<file path="src/rtl/uart_tx_frame_if.sv">
// uart_tx_frame_if: handshake and serial-line bundle for uart_tx_frame.
// Signals: i_p_data/i_data_valid/i_par_en/i_par_typ are driven by the master (system side);
// o_tx_out/o_busy are driven by the slave (the transmitter).
interface uart_tx_frame_if #(
    parameter int DATA_WIDTH = 8
);
    logic [DATA_WIDTH-1:0] i_p_data;
    logic                  i_data_valid;
    logic                  i_par_en;
    logic                  i_par_typ;
    logic                  o_tx_out;
    logic                  o_busy;
    modport master (output i_p_data, i_data_valid, i_par_en, i_par_typ, input o_tx_out, o_busy);
    modport slave  (input i_p_data, i_data_valid, i_par_en, i_par_typ, output o_tx_out, o_busy);
endinterface

</file>
<file path="src/rtl/uart_tx_frame.sv">
// uart_tx_frame: UART transmitter, one i_clk per bit: start, data LSB first, optional parity, one stop.
// Ports: i_clk bit-rate clock; i_rst synchronous active-high reset;
//        bus (slave): i_p_data, i_data_valid, i_par_en, i_par_typ in; o_tx_out (idle high), o_busy out.
// Macro UART_TX_HOLD_EN adds a one-entry hold register so a request arriving mid-frame is
// sent right after the current stop bit with no idle bit.
module uart_tx_frame #(
    parameter int DATA_WIDTH = 8
) (
    input logic            i_clk,
    input logic            i_rst,
    uart_tx_frame_if.slave bus
);
    localparam int CW = $clog2(DATA_WIDTH);
    typedef enum logic [2:0] {IDLE, START, DATA, PARITY, STOP} state_t;
    state_t                r_state, w_state;
    logic [DATA_WIDTH-1:0] r_data, w_data;
    logic [CW-1:0]         r_cnt, w_cnt;
    logic                  r_par_en, w_par_en, r_par_typ, w_par_typ;
    logic                  r_tx, w_tx, r_busy, w_busy;
`ifdef UART_TX_HOLD_EN
    logic [DATA_WIDTH-1:0] r_hold_data, w_hold_data;
    logic                  r_hold_v, w_hold_v, r_hold_pe, w_hold_pe, r_hold_pt, w_hold_pt;
`endif
    assign bus.o_tx_out = r_tx;
    assign bus.o_busy   = r_busy;
    always_ff @(posedge i_clk) begin
        if (i_rst) begin
            r_state   <= IDLE;
            r_data    <= '0;
            r_cnt     <= '0;
            r_par_en  <= 1'b0;
            r_par_typ <= 1'b0;
            r_tx      <= 1'b1;
            r_busy    <= 1'b0;
`ifdef UART_TX_HOLD_EN
            r_hold_v    <= 1'b0;
            r_hold_data <= '0;
            r_hold_pe   <= 1'b0;
            r_hold_pt   <= 1'b0;
`endif
        end else begin
            r_state   <= w_state;
            r_data    <= w_data;
            r_cnt     <= w_cnt;
            r_par_en  <= w_par_en;
            r_par_typ <= w_par_typ;
            r_tx      <= w_tx;
            r_busy    <= w_busy;
`ifdef UART_TX_HOLD_EN
            r_hold_v    <= w_hold_v;
            r_hold_data <= w_hold_data;
            r_hold_pe   <= w_hold_pe;
            r_hold_pt   <= w_hold_pt;
`endif
        end
    end
    always_comb begin
        w_state   = r_state;
        w_data    = r_data;
        w_cnt     = r_cnt;
        w_par_en  = r_par_en;
        w_par_typ = r_par_typ;
`ifdef UART_TX_HOLD_EN
        w_hold_v    = r_hold_v;
        w_hold_data = r_hold_data;
        w_hold_pe   = r_hold_pe;
        w_hold_pt   = r_hold_pt;
        if (r_state != IDLE && !r_hold_v && bus.i_data_valid) begin
            w_hold_v    = 1'b1;
            w_hold_data = bus.i_p_data;
            w_hold_pe   = bus.i_par_en;
            w_hold_pt   = bus.i_par_typ;
        end
`endif
        case (r_state)
            IDLE: if (bus.i_data_valid) begin
                w_state   = START;
                w_data    = bus.i_p_data;
                w_par_en  = bus.i_par_en;
                w_par_typ = bus.i_par_typ;
            end
            START: begin
                w_state = DATA;
                w_cnt   = '0;
            end
            DATA: if (r_cnt == CW'(DATA_WIDTH - 1)) w_state = r_par_en ? PARITY : STOP;
                  else w_cnt = r_cnt + 1'b1;
            PARITY: w_state = STOP;
`ifdef UART_TX_HOLD_EN
            // A request captured on this very edge also chains, so the hold is checked post-capture.
            STOP: if (w_hold_v) begin
                w_state   = START;
                w_data    = w_hold_data;
                w_par_en  = w_hold_pe;
                w_par_typ = w_hold_pt;
                w_hold_v  = 1'b0;
            end else w_state = IDLE;
`else
            STOP: w_state = IDLE;
`endif
            default: w_state = IDLE;
        endcase
        // Line and busy are decoded from the next state so both leave straight from flops.
        w_tx = (w_state == START)  ? 1'b0 :
               (w_state == DATA)   ? w_data[w_cnt] :
               (w_state == PARITY) ? (^w_data) ^ w_par_typ : 1'b1;
`ifdef UART_TX_HOLD_EN
        w_busy = (w_state != IDLE) && w_hold_v;
`else
        w_busy = (w_state != IDLE);
`endif
    end
endmodule

</file>
<file path="src/flat_wrapper.sv">
// flat-port wrapper written by rule: the top's interface ports become plain ports
module uart_tx_frame_flat 
#(
    parameter int DATA_WIDTH = 8
)
  (i_clk, i_rst, bus_i_p_data, bus_i_data_valid, bus_i_par_en, bus_i_par_typ, bus_o_tx_out, bus_o_busy);
  uart_tx_frame_if #(.DATA_WIDTH(DATA_WIDTH)) bus_i ();
  input logic i_clk;
  input logic i_rst;
  input wire logic [$bits(bus_i.i_p_data)-1:0] bus_i_p_data;
  input wire logic [$bits(bus_i.i_data_valid)-1:0] bus_i_data_valid;
  input wire logic [$bits(bus_i.i_par_en)-1:0] bus_i_par_en;
  input wire logic [$bits(bus_i.i_par_typ)-1:0] bus_i_par_typ;
  output wire logic [$bits(bus_i.o_tx_out)-1:0] bus_o_tx_out;
  output wire logic [$bits(bus_i.o_busy)-1:0] bus_o_busy;
  assign bus_i.i_p_data = bus_i_p_data;
  assign bus_i.i_data_valid = bus_i_data_valid;
  assign bus_i.i_par_en = bus_i_par_en;
  assign bus_i.i_par_typ = bus_i_par_typ;
  assign bus_o_tx_out = bus_i.o_tx_out;
  assign bus_o_busy = bus_i.o_busy;
  uart_tx_frame #(.DATA_WIDTH(DATA_WIDTH)) u_core (.i_clk(i_clk), .i_rst(i_rst), .bus(bus_i));
endmodule
</file>
<file path="config.mk">
export PLATFORM = sky130hd
export DESIGN_NAME = uart_tx_frame_flat
export DESIGN_NICKNAME = d
export VERILOG_FILES = /design/src/rtl/uart_tx_frame_if.sv /design/src/rtl/uart_tx_frame.sv /design/src/flat_wrapper.sv
export SDC_FILE = /design/constraint.sdc
export NUM_CORES = 1
export LEC_CHECK = 0
export ABC_CLOCK_PERIOD_IN_PS = 2400
export CAP_MARGIN = 20
export CELL_PAD_IN_SITES_DETAIL_PLACEMENT = 0
export CELL_PAD_IN_SITES_GLOBAL_PLACEMENT = 1
export CORE_MARGIN = 4
export CORE_UTILIZATION = 41
export CTS_CLUSTER_DIAMETER = 80
export DETAILED_ROUTE_END_ITERATION = 12
export GPL_TIMING_DRIVEN = 0
export PLACE_DENSITY_LB_ADDON = 0.1
export SLEW_MARGIN = 40
export SYNTH_ARGS = -nofsm -noshare
export SYNTH_HDL_FRONTEND = slang
export SYNTH_SLANG_ARGS = --single-unit
</file>
<file path="constraint.sdc">
create_clock -name i_clk -period 2.4 [get_ports i_clk]
set_clock_uncertainty 0.05 [all_clocks]
set_input_delay 0.36 -clock i_clk [delete_from_list [all_inputs] [get_ports i_clk]]
set_output_delay 0.36 -clock i_clk [all_outputs]
set_load 0.01 [all_outputs]
</file>
==> flow_summary.toml <==
[logic_synthesis]
syn_area_sq_mm = 0.00101
synthCells = 131
ys_seq_elements = 18
yosys_warnings = 0
yosysSeqAreaShare_pct = 35.6
synth_area_per_cell_sq_um = 7.74
synthesis.nets = 145
ys_types = 38

[critical_path]
endpoint_kind = "flop"
start_kind = "flop"
criticalPathCategory = "flop to flop"
path_max_fanout = 7
cp.arrival_ps = 2110
required_ps = 2580

[finish]
area_growth_pct = 19.9
final_cell_mix = "24 x nand2_1, 18 x dfxtp_1, 15 x a21oi_1, 13 x clkdlybuf4s50_1, 8 x nor2_1"
fin_nets = 163
fill_cells = 237
fin_cells = 176
drive_above_1_share_pct = 9.46
diodes = 0
final_common_cell = "nand2_1"

[global_routing]
grt.total_usage_pct = 15.5
grt_max_degree = 11
grt_pass1_vias = 948
grt_overflow = 0
antenna_found_initial = 0
grt_pass1_wl_mm = 4.05

[placement]
place_hpwl_mm = 1.78
place_inst = 172
place.gp.congestion = 0.841
portBuffers = 13

[timing]
rsz0062_at_grt = "no"
hold_violations = 0
setup_viol = 0
setup_tns_ps = 0
min_period_over_period_pct = 80.4
hold_ws_ps = 413
slew_violations = 0
worst_pin_slew_ps = 503
finalCriticalPeriod_ps = 1930
fmax_mhz = 519
slew_headroom_pct = 66.4

[die]
start_util_pct = 44.5
core_sq_mm = 0.00228
row_count = 17
die_x_um = 57.7
die_area_sq_mm = 0.00333
die_h_um = 57.7
pin_count = 15

[power]
p_leak_nw = 0.460
max-vdd-ir-drop_mv = 0.284
power.density_mw_per_mm2 = 563
power_mw = 0.684

[cts]
cts_setup_buffers = 0
numCtsBuffers = 3
cts_tree = "yes"
clk_pin_slew_ps = 100
clockRootBuffer = "clkbuf_4"
htreeDepth = 1
cts_hold_repair.buffers = 0
clockBufferDepth = 2
clkSinkCount = 18
clk_latency_ps = 290
cts_resized = 0

[detailed_routing]
dr.pass1.iters = 4
drt-initial-drc-count = 40
ant_nets = 0
via_count = 1004
drc_errors = 0
avgViaCountPerCell = 5.70
wirelength_mm = 2.39
routedWlPerCell_um = 13.6

[min_path]
hp-class = "input port to flop"

[outcome]
status = "finished clean"

[flow_run]
maxCapViolations = 0
==> critical path, cell delays in order (launching register included) <==
cell      delay [ps]
dfxtp_1          390
ha_1             250
nand2_4           90
a211o_1          320
and3_4           200
a311oi_1         310
o21ai_1          120
a21oi_1          140
==> where the power goes <==
group / internal, mW / switching [mW]
combinational: 0.0790 / 0.0828
sequential: 0.318 / 0.0141
clock: 0.0925 / 0.0970
==> sequential cells by signal, indices dropped and copies added (netlist names) <==
register / flops
u_core.bus.o_busy: 1
u_core.bus.o_tx_out: 1
u_core.r_cnt: 3
u_core.r_data: 8
u_core.r_par_en: 1
u_core.r_par_typ: 1
u_core.r_state: 3
==> path summary, 6_finish.rpt <==
check             depth (start not counted)             endpoint        startpoint  slack [ps]
setup / recovery                          7  u_core.bus.o_tx_out   u_core.r_cnt[1]         470
hold / removal                            2     u_core.r_data[2]             i_rst         410
setup reg to reg                          7  u_core.bus.o_tx_out   u_core.r_cnt[1]         470
hold reg to reg                           2     u_core.r_par_typ  u_core.r_par_typ         430
==> layer usage <==
layer / vias up / routed length, um / GRT usage, % / share of wire (%)
met1: 467 / 1100 / 18.1 / 46
li1: 496 / - / - / -
met5: - / 0 / 0 / 0
met3: 8 / 109 / 2.00 / 4.6
met2: 33 / 1120 / 26.6 / 47
met4: 0 / 63 / 9.60 / 2.6
==> synth_stat cells, drive strengths merged <==
library cell | count | share of area, %
nand2 | 25 | 10
dfxtp | 18 | 36
a21oi | 15 | 7.4
nor2 | 8 | 3.0
nand3 | 7 | 3.5
xnor2 | 7 | 6.0
o21ai | 6 | 3.0
buf | 5 | 3.5
a31oi | 4 | 2.5
and3 | 4 | 3.0
inv | 4 | 1.5
nor3 | 4 | 2.0
clkbuf | 3 | 1.1
a211oi | 2 | 1.5
a311oi | 2 | 1.7
nor3b | 2 | 2.0
a211o | 1 | 0.86
a2bb2oi | 1 | 1.5
a31o | 1 | 0.86
a32oi | 1 | 0.86
and2 | 1 | 0.62
ha | 1 | 1.2
mux2 | 1 | 1.1
nand2b | 1 | 0.62
nand4 | 1 | 0.62
nor2b | 1 | 0.62
nor4 | 1 | 0.62
o211ai | 1 | 0.74
o21a | 1 | 0.74
o41a | 1 | 1.1
xor2 | 1 | 0.86
==> stage by stage <==
| stage | util, % | instance area [sq um] | setup WS [ps] |
|---|---|---|---|
| floorplan | - | 1010 | 749 |
| global placement | 51.8 | 1180 | 567 |
| detailed placement | 51.8 | 1180 | 533 |
| CTS | 53.4 | 1210 | 493 |
| global route | 53.4 | 1210 | 419 |
| finish | 53.4 | 1210 | 471 |
==> cells by family after synthesis <==
group / share of synthesized area [%]
compound gates: 22.7
mux: 1.11
simple gates: 26.4
xor+xnor: 6.91
buf+inv: 6.05
flops: 35.6
fa+ha+maj: 1.23
==> final cells by class <==
type / count / area, sq um / share of cell area (%)
clock buffer: 4 / 36.3 / 2.99
buffer: 8 / 46.3 / 3.81
sequential: 18 / 360 / 29.7
tap: 28 / 35.0 / 2.88
inverter: 4 / 15.0 / 1.24
multi-input combinational: 101 / 592 / 48.7
timing repair buffer: 13 / 130 / 10.7
Note: power is estimated with default switching activity, not from simulation.
